<file path="src/rtl/if_fetch_unit.sv">
// Instruction-fetch stage: owns the PC, keeps one imem fetch in flight, and feeds IF/ID through an output slot plus a one-entry buffer.
// Optional misaligned-redirect trap: define IF_MISALIGN_CHK_EN.
module if_fetch_unit #(
  parameter logic [31:0] RESET_PC  = 32'h0000_0000,
  parameter logic [31:0] NOP_INSTR = 32'h0000_0013
) (
  input  logic        clk,
  input  logic        rst_n,
  output logic        imem_req,
  output logic [31:0] imem_addr,
  input  logic        imem_gnt,
  input  logic        imem_rvalid,
  input  logic [31:0] imem_rdata,
  input  logic        redirect_i,
  input  logic [31:0] redirect_pc_i,
  input  logic        ready_i,
  output logic        valid_o,
  output logic [31:0] instr_o,
  output logic [31:0] pc_o,
  output logic        fault_o
);

  localparam int unsigned XLEN = 32;

  localparam logic [2:0] S_REQ  = 3'd0;
  localparam logic [2:0] S_WAIT = 3'd1;
  localparam logic [2:0] S_FULL = 3'd2;
  localparam logic [2:0] S_DROP = 3'd3;
  localparam logic [2:0] S_HALT = 3'd4;

  typedef struct packed {
    logic [XLEN-1:0] instr;
    logic [XLEN-1:0] pc;
  } if_entry_t;

  logic [2:0]      state_q, state_d;
  logic [XLEN-1:0] pc_q, pc_d;
  logic            req_q, req_d;
  if_entry_t       slot_q, slot_d;
  logic            valid_q, valid_d;
  logic            fault_q, fault_d;
  if_entry_t       buf_q, buf_d;
  logic            buf_v_q, buf_v_d;

  logic            gnt_ok;
  logic            drain;
  logic            misalign;
  logic [XLEN-1:0] redir_pc;

  // A grant only counts while a request is actually presented.
  assign gnt_ok = req_q & imem_gnt;
  assign drain  = valid_q & ready_i;

`ifdef IF_MISALIGN_CHK_EN
  assign redir_pc = redirect_pc_i;
  assign misalign = |redirect_pc_i[1:0];
`else
  assign redir_pc = redirect_pc_i & ~XLEN'(3);
  assign misalign = 1'b0;
`endif

  // Next-state and datapath decode; redirect is applied last so it overrides drain/load.
  always_comb begin
    state_d = state_q;
    pc_d    = pc_q;
    slot_d  = slot_q;
    valid_d = valid_q;
    fault_d = fault_q;
    buf_d   = buf_q;
    buf_v_d = buf_v_q;
    req_d   = 1'b0;

    if (drain) begin
      valid_d      = 1'b0;
      fault_d      = 1'b0;
      slot_d.instr = NOP_INSTR;
    end

    case (state_q)
      S_REQ: begin
        if (gnt_ok) state_d = S_WAIT;
      end
      S_WAIT: begin
        if (imem_rvalid) begin
          pc_d = pc_q + XLEN'(4);
          if (!valid_q || drain) begin
            slot_d  = '{instr: imem_rdata, pc: pc_q};
            valid_d = 1'b1;
            state_d = S_REQ;
          end else begin
            buf_d   = '{instr: imem_rdata, pc: pc_q};
            buf_v_d = 1'b1;
            state_d = S_FULL;
          end
        end
      end
      S_FULL: begin
        if (drain && buf_v_q) begin
          slot_d  = buf_q;
          valid_d = 1'b1;
          buf_v_d = 1'b0;
          state_d = S_REQ;
        end
      end
      S_DROP: begin
        if (imem_rvalid) state_d = S_REQ;
      end
      S_HALT: begin
        state_d = S_HALT;
      end
      default: begin
        state_d = S_REQ;
      end
    endcase

    if (redirect_i) begin
      valid_d      = 1'b0;
      fault_d      = 1'b0;
      slot_d.instr = NOP_INSTR;
      buf_v_d      = 1'b0;
      pc_d         = redir_pc;
      // A response still owed by memory must be swallowed before refetching.
      case (state_q)
        S_REQ:   state_d = gnt_ok ? S_DROP : S_REQ;
        S_WAIT:  state_d = imem_rvalid ? S_REQ : S_DROP;
        S_DROP:  state_d = imem_rvalid ? S_REQ : S_DROP;
        default: state_d = S_REQ;
      endcase
      if (misalign) begin
        slot_d  = '{instr: NOP_INSTR, pc: redirect_pc_i};
        valid_d = 1'b1;
        fault_d = 1'b1;
        state_d = S_HALT;
      end
    end

    req_d = (state_d == S_REQ);
  end

  // State and data registers.
  always_ff @(posedge clk or negedge rst_n) begin
    if (!rst_n) begin
      state_q <= S_REQ;
      pc_q    <= RESET_PC;
      req_q   <= 1'b0;
      slot_q  <= '{instr: NOP_INSTR, pc: '0};
      valid_q <= 1'b0;
      fault_q <= 1'b0;
      buf_q   <= '{instr: NOP_INSTR, pc: '0};
      buf_v_q <= 1'b0;
    end else begin
      state_q <= state_d;
      pc_q    <= pc_d;
      req_q   <= req_d;
      slot_q  <= slot_d;
      valid_q <= valid_d;
      fault_q <= fault_d;
      buf_q   <= buf_d;
      buf_v_q <= buf_v_d;
    end
  end

  assign imem_req  = req_q;
  assign imem_addr = pc_q;
  assign valid_o   = valid_q;
  assign instr_o   = slot_q.instr;
  assign pc_o      = slot_q.pc;
  assign fault_o   = fault_q;

endmodule

</file>
<file path="config.mk">
export PLATFORM = sky130hd
export DESIGN_NAME = if_fetch_unit
export DESIGN_NICKNAME = d
export VERILOG_FILES = /design/src/rtl/if_fetch_unit.sv
export SDC_FILE = /design/constraint.sdc
export NUM_CORES = 1
export LEC_CHECK = 0
export ABC_AREA = 1
export CORE_AREA = 3 3 132 159
export CTS_CLUSTER_SIZE = 12
export DETAILED_ROUTE_END_ITERATION = 10
export DIE_AREA = 0 0 135 162
export GPL_ROUTABILITY_DRIVEN = 0
export GPL_TIMING_DRIVEN = 0
export SLEW_MARGIN = 30
export SYNTH_ARGS = -nofsm -noshare
export SYNTH_HDL_FRONTEND = slang
export SYNTH_SLANG_ARGS = --single-unit
</file>
<file path="constraint.sdc">
create_clock -name clk -period 4.4 [get_ports clk]
set_input_delay 0.88 -clock clk [delete_from_list [all_inputs] [get_ports clk]]
set_output_delay 0.88 -clock clk [all_outputs]
set_load 0.01 [all_outputs]
</file>
# ---- Word-level counts from Yosys, hierarchy flattened
# Index checks and enable logic that the tools add are counted.
dict set report op_classes {
  bitwise 3
  add_sub_neg 1
  reduce_logical 13
  muxes 32
  eq_ne 7
}
# operator n
set ops {}
lappend ops {{2-to-1 mux 64 bit} 4}
lappend ops {{2-to-1 mux 32 bit} 4}
lappend ops {{one-hot mux 64 bit (2 select lines)} 1}
lappend ops {{adder 32 x 3 -> 32 bit, second input constant} 1}
lappend ops {{2-to-1 mux 3 bit} 5}
lappend ops {{one-hot mux 3 bit (5 select lines)} 1}
lappend ops {{2-to-1 mux 1 bit} 11}
lappend ops {{!= test 3 bit, second input constant} 3}
lappend ops {{equality test 3 x 2 -> 1 bit, second input constant} 2}
lappend ops {{logical NOT 3 bit} 2}
lappend ops {{2-to-1 mux 2 bit} 3}
lappend ops {{nonzero test 2 bit} 3}
lappend ops {{one-hot mux 1 bit (2 select lines)} 2}
lappend ops {{one-hot mux 2 bit (2 select lines)} 1}
lappend ops {{AND reduction 4 bit} 1}
lappend ops {{equality test 3 x 1 -> 1 bit, second input constant} 1}
lappend ops {{equality test 3 bit, second input constant} 1}
lappend ops {{AND reduction 3 bit} 1}
lappend ops {{nonzero test 3 bit} 1}
lappend ops {{bitwise AND 1 bit} 2}
lappend ops {{AND reduction 2 bit} 1}
lappend ops {{OR reduction 2 bit} 1}
lappend ops {{logical AND 1 bit} 1}
lappend ops {{logical NOT 1 bit} 1}
lappend ops {{2 further kinds} 2}
dict set report word_totals {
  output_inout_bits 99
  regBits 167
  elab_cells 66
  inputBits 70
}

# ---- Logic depth before layout (Yosys ltp)
# Gate-level depths: netlist (run 1).
dict set report logic_depth {
  ltp_word 7
  mapped_depth 10
  ltp_nobuf 10
}

# ---- Worst setup path after synthesis (run 1)
# OpenSTA, ideal clock, no wires.
dict set report synth_path {
  kind {input port to flip-flop}
  from {input port ready_i}
  to {register slot_q, in the netlist instr_o[21]}
  setup_ns 0.078
  path_buffers 2
  setup_slack_ns 2.523
  path_stages 7
  arrival_ns 1.799
  t_required_ns 4.322
  path_cell_list {nor2_1 > nor3_4 > nor2_1 > buf_4 > buf_4 > nand2_1 > a21oi_1}
}
# element line_no
set synth_lines {}
lappend synth_lines {{start, declared} 16} ;# input logic ready_i,
lappend synth_lines {{end signal, assigned} 146} ;# slot_q <= '{instr: NOP_INSTR, pc: '0};
lappend synth_lines {{end signal, assigned} 155} ;# slot_q <= slot_d;
lappend synth_lines {{end, declared} 39} ;# if_entry_t slot_q, slot_d;

# ---- Worst setup path in the final report (run 1)
dict set report layout_path {
  from {input port imem_rvalid}
  to {register slot_q, in the netlist pc_o[21]}
}
dict set report layout_between {
  elab_chain_len 3
}
# element line_no
set layout_lines {}
lappend layout_lines {{start, declared} 12} ;# input logic imem_rvalid,
lappend layout_lines {{2-to-1 mux 64 bit} 84} ;# if (imem_rvalid) begin
lappend layout_lines {{one-hot mux 64 bit (2 select lines)} 79} ;# case (state_q)
lappend layout_lines {{2-to-1 mux 64 bit} 116} ;# if (redirect_i) begin
# Every way passes these cells.
# A chain may end at the register's enable or synchronous reset.

==> results.yml, run 1 <==
drt:
  initialDrtViolationCount: 425
  ant_nets: 0
  drt_first_pass_iters: 6
  routed_wirelength_um: 24200
  avgRoutedWirePerCell_um: 16.3
  drcViolationCount: 0
  vias: 7249
  viasPerCell: 4.89
synthesis:
  synth_top_area_frac: 0.498
  synth.distinct_cells: 31
  synth_area_leader_cell: "dfrtp_1"
  synth_area_um2: 7790
  yosys_warnings: 0
  synth.avg_cell_area_um2: 7.61
  synth_ff_type: "dfrtp_1"
  ys_ff_latch: 161
  synth_compound_area_frac: 0.135
  synth_top_family_by_area: "simple AND/OR/NAND/NOR gates"
  synthSimpleGateAreaFrac: 0.258
  synth_xor_area_frac: 0.00337
  async_reset_ff_frac: 1.00
  synth_adder_area_share: 0.00161
  synth_cells: 1024
  synth_area_leaders: "dfrtp_1 50%, nand2_1 17%, o21ai_0 5.1%"
  synthMuxAreaShare: 0
  yosysSeqAreaShare: 0.518
  synth_edf_count: 0
layout:
  drive_gt1_frac: 0.0696
  stdcell_count: 1483
  final_nets: 1280
  syn2layout_area_growth_pct: 33.0
  n_antenna_cell: 0
  fin_util: 0.530
critical_path:
  slowest_stage: "clkbuf_1"
  r2r-end: "pc_o[21]"
  r2r-start: "state_q[2]"
  cp-endpoint: "pc_o[21]"
  ff2ff_path_depth: 6
  crit_fanout: 10
  crit_chain: "clkdlybuf4s50_1, inv_1, nor3_4, clkbuf_1, a22oi_1, nand2_1"
  cp-start-kind: "primary input"
  crit_path_start: "imem_rvalid"
  r2r_setup_slack_ps: 2390
  path_buf_inv: 3
  critPathMaxStageDelay_ps: 620
  cp-end-kind: "flop"
  cp_top_family: "buffers and inverters"
  critical_path_required_ps: 4760
  path_class: "in -> reg"
  arrival_ps: 2900
  path_depth: 6
power_and_ir_drop:
  p_int_mw: 3.71
  peakVddDrop_mv: 0.289
  pwr-share-seq: 0.413
  powerDensity_nw_per_um2: 559
  power_leakage_nw: 4.78
  sw_frac_of_total: 0.360
  power_frac_comb: 0.337
  p_sw_mw: 2.08
  clockPowerShare: 0.250
grt:
  grt_pass1_vias: 7408
  gr-usage-all-layers: 0.227
  overflow: 0
  grt_max_degree: 83
  antenna_found_initial: 0
  grt_pass1_wl_um: 39100
floorplan:
  initial_utilization: 0.399
  die_h_um: 162
  fp.dieArea_um2: 21900
  chipWidth_um: 135
  ios: 169
  placementRows: 56
  core_um2: 19500
cts:
  cts.sinks: 161
  post-cts-setup-buffer-count: 0
  hold_buffers: 0
  cts_buffer_depth: 2
  cts-resized-gates: 0
  cts_tree: "done"
  h-tree-depth: 4
  cts_root_buf: "clkbuf_16"
  numCtsBuffers: 17
  clkTransAtPathRegs_ps: 70
  clk_latency_ps: 420
place:
  place_inst: 1451
  port_buffers: 163
  place_hpwl_um: 17500
status:
  status: "finished, final reports clean"
timing:
  worstMarginPinSlew_ps: 806
  holdWs_ps: 403
  finClkSkew_ps: 10.1
  rsz0062_at_grt: "no"
  min_period_over_period: 0.578
  setup_viol: 0
  max_slew_margin: 0.463
  min_period_ps: 2540
  slew_viol_final: 0
  hold_viol: 0
  max_freq_mhz: 393
  final.setup.tns_ps: 0
job:
  drv_cap: 0
worst_hold_path:
  hp-class: "in -> async"
-- worst reg2reg max path: stages, from the launching register on --
cell	delay (ps)
dfrtp_1	390
inv_2	110
nand3_2	140
nor3_4	360
clkbuf_1	620
a22oi_1	220
nand2_1	120
-- synthesized netlist by cell type (5+ instances only) --
library cell	n
nand2_1	359
dfrtp_1	155
inv_1	100
nor2_1	93
o21ai_0	79
a21oi_1	44
nand3_1	38
a22oi_1	30
clkbuf_1	22
buf_2	21
o21ai_1	20
inv_2	10
o22ai_1	7
buf_4	6
dfstp_2	6
nor3_1	5
-- worst min-delay path by stage --
stage	to	slack, ps	cells past startpoint
after floorplan	buf_q[36]	450	2
after global placement	buf_q[36]	450	2
after detailed placement	pc_o[2]	460	2
after CTS	buf_q[39]	440	1
after global routing	buf_q[39]	460	1
final	instr_o[7]	400	1
-- cell type report --
cell class,count,area [µm²]
plain buffers,51,240
clock buffers,18,439
clock inverters,14,131
fillers,1943,9190
inverters,110,413
multi-input cells,704,3110
flip-flops and latches,161,4040
well taps,261,327
repair buffers,164,1660
-- through the flow --
| step | area (µm²) | total power, mW | setup WS [ps] |
|---|---|---|---|
| 2_1_floorplan | 7800 | 3.38 | 2520 |
| 3_3_place_gp | 9760 | 4.35 | -4500 |
| 3_5_place_dp | 9790 | 4.38 | 1420 |
| 4_1_cts | 10400 | 5.85 | 1860 |
| 5_1_grt | 10400 | 6.23 | 1720 |
| 6_report | 10400 | 5.79 | 1860 |
-- metal layers --
| layer | up-vias | part of all wire | global-route usage |
|---|---|---|---|
| met5 | - | 0 | 0 |
| met4 | 0 | 0.025 | 0.0788 |
| met3 | 34 | 0.064 | 0.0415 |
| met2 | 225 | 0.48 | 0.384 |
| met1 | 3381 | 0.43 | 0.294 |
| li1 | 3609 | - | - |
-- cell usage in the layout, fill, tap and decap left out, types with 5 or more instances in the layout --
cell	count
nand2_1	359
clkdlybuf4s50_1	162
dfrtp_1	155
inv_1	100
nor2_1	93
o21ai_0	79
a21oi_1	44
nand3_1	38
a22oi_1	30
clkbuf_1	22
buf_2	21
o21ai_1	20
clkbuf_16	17
inv_2	10
o22ai_1	7
buf_4	6
dfstp_2	6
nor3_1	5
-- flip-flops by register name (all words and copies together), names as in the netlist --
| register | flops |
|---|---|
| instr_o | 32 |
| valid_o | 1 |
| buf_q | 62 |
| buf_v_q | 1 |
| pc_o | 31 |
| imem_addr | 30 |
| imem_req | 1 |
| state_q | 3 |
-- power groups by stage --
| stage | registers [mW] | clock network (mW) | logic [mW] |
|---|---|---|---|
| 4_1_cts | 2.39 | 1.48 | 1.98 |
| 6_report | 2.39 | 1.45 | 1.95 |
| 2_1_floorplan | 2.45 | 0 | 0.930 |
| 5_1_grt | 2.47 | 1.54 | 2.21 |
| 3_5_place_dp | 2.42 | 0 | 1.97 |
| 3_3_place_gp | 2.41 | 0 | 1.94 |
-- logic make-up after synthesis --
group	Yosys count
AND/OR/NAND/NOR	508
other	1
flip-flops	161
adder cells (fa/ha/maj)	1
AO/OA/AOI/OAI	189
buffers and inverters	161
XOR/XNOR	3
(Power assumes the default switching activity.)
==> run 2: changes to the inputs <==
clock period = 2.45 ns   (was 4.4 ns; I/O delays follow)
==> results of run 2 <==
The final DEF is identical to that of run 1. Status: finished, final reports clean.
Main changes from that run: setup slack after placement 1420 ps -> -145 ps; setup slack after layout 1860 ps -> 296 ps; hold slack 403 ps -> 12.6 ps; register-to-register setup slack 2390 ps -> 440 ps; total power 5.79 mW -> 10.4 mW; worst IR drop on VDD 0.289 mV -> 0.520 mV
